`src/rtl/test_supervisor_sat_counter.sv`:
```
// ----------------------------------------------------------------------------
// sat_counter
// Registered up-counter that sticks at all-ones instead of wrapping.
//   clk, rst_n : clock and asynchronous active-low reset
//   clr        : synchronous clear (wins over en)
//   en         : count enable
//   q          : counter value
// ----------------------------------------------------------------------------
module sat_counter #(
    parameter int W = 32
) (
    input  logic         clk,
    input  logic         rst_n,
    input  logic         clr,
    input  logic         en,
    output logic [W-1:0] q
);

    // Saturating count with clear priority.
    always_ff @(posedge clk or negedge rst_n) begin
        if (!rst_n) begin
            q <= {W{1'b0}};
        end else if (clr) begin
            q <= {W{1'b0}};
        end else if (en && (q != {W{1'b1}})) begin
            q <= q + W'(1);
        end else begin
            q <= q;
        end
    end

endmodule

```
`config.mk`:
```
export PLATFORM = sky130hd
export DESIGN_NAME = sat_counter
export DESIGN_NICKNAME = d
export VERILOG_FILES = /design/src/rtl/test_supervisor_sat_counter.sv
export SDC_FILE = /design/constraint.sdc
export NUM_CORES = 1
export LEC_CHECK = 0
export ABC_CLOCK_PERIOD_IN_PS = 1900
export CELL_PAD_IN_SITES_DETAIL_PLACEMENT = 0
export CELL_PAD_IN_SITES_GLOBAL_PLACEMENT = 1
export CORE_ASPECT_RATIO = 1.4
export CORE_MARGIN = 3
export CORE_UTILIZATION = 35
export DETAILED_ROUTE_END_ITERATION = 6
export MAX_ROUTING_LAYER = met4
export PLACE_DENSITY = 0.81
export SKIP_LAST_GASP = 1
export SLEW_MARGIN = 10
export SYNTH_ARGS = -nofsm -noshare
export SYNTH_HDL_FRONTEND = slang
export SYNTH_SLANG_ARGS = --single-unit
```
`constraint.sdc`:
```
create_clock -name clk -period 1.9 [get_ports clk]
set_input_delay 0.19 -clock clk [delete_from_list [all_inputs] [get_ports clk]]
set_output_delay 0.19 -clock clk [all_outputs]
set_load 0.01 [all_outputs]
```
# After elaboration in Yosys (flattened, before gate mapping)
# Index checks and enable logic that the tools add are counted.
totals:
  output_inout_bits: 32
  reg_bits: 32
  word_cells: 7
classes:
  eq_ne: 1
  muxes: 2
  n_addsub: 1
  reduce_logical: 2
op_table:
  columns: ["cell", "count"]
  rows:
  - ["32-bit 2-to-1 mux", 2]
  - ["32-bit by 1-bit adder with 32-bit output, second input constant", 1]
  - ["32-bit != test, second input constant", 1]
  - ["2-bit nonzero test", 1]
  - ["1-bit logical AND", 1]

# Logic depth before layout (Yosys ltp)
depth:
  word_depth: 4
  depth_mapped: 8
  mapped_depth_nobuf: 6

# Worst setup path after synthesis
# Ideal clock, no wire load.
synth_path:
  path_kind: "register -> register"
  from: "reg q[0]"
  to: "reg q[3]"
  arrival_ns: 1.865
  slack_ns: -0.090
  stages_incl_launch_ff: 7
  required_time_ns: 1.775
  n_path_buf: 0
  cell_sequence: "dfrtp_1 -> ha_1 -> nand4_1 -> nor4_2 -> a31oi_4 -> and3_4 -> mux2_4"
synth_via:
  elab_chain_len: 3
  word_cells_on_any_way: 6
synth_rtl:
  columns: ["element", "line", "rtl"]
  rows:
  - ["start: declaration", "16", "output logic [W-1:0] q"]
  - ["start signal: assignment", "22", "q <= {W{1'b0}};"]
  - ["start signal: assignment", "24", "q <= {W{1'b0}};"]
  - ["start signal: assignment", "26", "q <= q + W'(1);"]
  - ["32-bit by 1-bit adder with 32-bit output or 32-bit != test (tied branches)", "26, 25", null]
  - ["32-bit 2-to-1 mux or 1-bit logical AND (tied branches)", "25", "end else if (en && (q != {W{1'b1}})) begin"]
  - ["32-bit 2-to-1 mux or 2-bit nonzero test (tied branches)", null, null]
# Parallel ways exist; a longest one is shown, timed or not. The select of a mux whose other input is x is not followed.
# A chain may end at the register's enable or synchronous reset.

# Final worst setup path
layout_path:
  from: "reg q[16]"
  to: "reg q[3]"
layout_via:
  elab_chain_len: 3
layout_rtl:
  columns: ["element", "line"]
  rows:
  - ["32-bit != test", "25"]
  - ["1-bit logical AND", "25"]
  - ["2-bit nonzero test (no line)", null]
# No other way between the ends.

==> out/results.tsv <==
metric	value	unit
status	finished, final reports clean	
leakagePower	1.17	nW
dieArea	0.00622	mm²
initial_core_util	0.371	
grt_pass1_wl	8.53	mm
clock_skew	0.00417	ns
post-synth-top-count-cell	dfrtp_1	
reg2reg_to	q[3]	
grt_overflow	0	
cts_root_buf	clkbuf_8	
die_h	92.1	µm
worstReg2RegStart	q[16]	
grt_pass1_vias	1846	
post_synth_instance_area	0.00185	mm²
route.vias.total	1793	
p_sw_frac	0.230	
setup_violations	0	
routabilityCongestion	0.789	
p_int	0.00102	W
layoutNonFillerInstCount	344	
clk_latency	0.28	ns
synth-edff-count	0	
routed_wl	5.11	mm
critPathCapture	q[3]	
rsz0062_at_grt	true	
ys_top_cells_by_count	32 x dfrtp_1, 26 x nor2_1, 12 x nand3_1	
firstDrtPassIters	4	
drive_above_1_share	0.279	
wl_per_cell	14.9	µm
end_kind	flip-flop	
syn_inst	198	
largest_reg_flops	32	
period_share	0.973	
whs	0.322	ns
antenna_found_initial	0	
rr_worst_depth	6	
grt_max_degree	41	
syn_nets	203	
ys_warn_count	0	
ys_types	42	
startpoint_type	flip-flop	
finalHoldViolCount	0	
diodes	0	
hp-class	primary input to async pin	
worstPathArrival	2.01	ns
r2r_slack	0.05	ns
worst_pin_slew	0.444	ns
synth_area_leaders	dfrtp_1 43%, nor2_1 5.3%, xnor2_1 4.7%	
async_flop_share	1.00	
crit_type	flip-flop to flip-flop	
reg_top3	q x32	
yosys_register_bits	32	
finalSetupTns	0	ns
max_stage_delay	0.36	ns
min_period	1.85	ns
crit_slowest_cell	dfrtp_1	
drt_iter0_markers	78	
core	0.00499	mm²
clkTransAtPathRegs	0.07	ns
clockBufferDepth	2	
p_switching	0.000305	W
crit_chain	nand4_1 > nor4_4 > buf_4 > a31oi_4 > and3_4 > mux2_4	
synth_ff_type	dfrtp_1	
max-vdd-ir-drop	0.000301	V
num_io_pins	36	
crit_cells	6	
cp-startpoint	q[16]	
dieWidth	67.5	µm
cts_tree	built	
hpwlAfterDp	3.44	mm
yosys.area.top_type	dfrtp_1	
power_density	479	mW/mm²
yosys.area.top_type_share	0.432	
antenna_left	0	
htreeDepth	2	
pwr-share-clk	0.412	
crit_family	simple AND/OR/NAND/NOR gates	
slew_viol_final	0	
cts.sinks	32	
fmax	0.541	GHz
crit_required	2.07	ns
io_buffers	35	
ys_seq_area_frac	0.432	
dp_cells	335	
rows	30	
area_growth	49.2	%
critPathBufInv	1	
comb_power_share	0.067	
cp_max_fo	7	
slew_headroom	0.704	
avgSynthCellArea	9.37	µm²
drv_cap	0	
largest-register	q	
pwr-share-seq	0.521	
fin_nets	284	
drc_errors	0	
grt_util_all_layers	0.179	
vias_per_cell	5.21	
numCtsBuffers	5	
postCtsHoldBufs	0	
what timing repair did:
action	CTS	global route
setup endpoints to repair	0	13
buffers inserted	0	1
resized for setup	0	7
worst min path at each step:
stage,endpoint
after detailed placement,q[2]
after global placement,q[2]
after CTS,q[0]
after global routing,q[19]
after floorplan,q[0]
final,q[0]
kinds of logic after synthesis:
| kind of cell | synth area share |
|---|---|
| muxes | 0.0439 |
| xor gates and xnor gates | 0.0614 |
| buffers and inverters | 0.0317 |
| AOI/OAI and AO/OA | 0.119 |
| adders and majority gates | 0.00675 |
| and+or+nand+nor | 0.305 |
| DFF | 0.432 |
through the flow:
| step | power (W) | setup WS, ns | utilization | cell area (µm²) |
|---|---|---|---|---|
| floorplan | 0.000740 | 0.000788 | - | 1880 |
| global placement | 0.000792 | -0.153 | 0.527 | 2630 |
| detailed placement | 0.000794 | -0.174 | 0.527 | 2630 |
| CTS | 0.00134 | 0.00371 | 0.545 | 2720 |
| global route | 0.00138 | -0.0261 | 0.554 | 2770 |
| finish | 0.00133 | 0.0519 | 0.554 | 2770 |
cells in the final DEF (no fill, tap or decap), types with 3 or more instances in the layout:
master,n
a211oi_1,5
a21oi_1,11
and2_1,3
and3_1,7
buf_4,45
clkbuf_8,6
clkdlybuf4s50_1,35
dfrtp_1,30
inv_1,7
mux2_2,5
nand2_1,11
nand3_1,11
nand4_1,6
nor2_1,26
nor2b_1,6
nor3_1,4
nor4_2,5
o21ai_0,4
o31ai_1,3
or3_1,4
or4_1,3
xnor2_1,10
xor2_1,3
layer usage:
metal  track usage  routed length (µm)  up-vias
li1              -                   -      878
met1         0.227                2180      877
met2         0.291                2740       33
met3        0.0380                 158        5
met4        0.0389                  40        0
met5             -                   0        -
final cells by class:
type	instances	area, µm²
well taps	64	80.1
fillers	466	2230
inverters	7	26.3
flip-flops and latches	32	803
repair buffers	81	708
clock buffers	8	90.1
multi-input cells	152	1060
power by group through the flow:
stage               Combinational, W  Sequential [W]  Clock (W)
finish                     0.0000888        0.000691   0.000546
global route               0.0000992        0.000691   0.000591
CTS                        0.0000905        0.000691   0.000554
detailed placement         0.0000900        0.000704          0
global placement           0.0000888        0.000703          0
floorplan                  0.0000314        0.000709          0
Note: power is estimated with default switching activity, not from simulation.
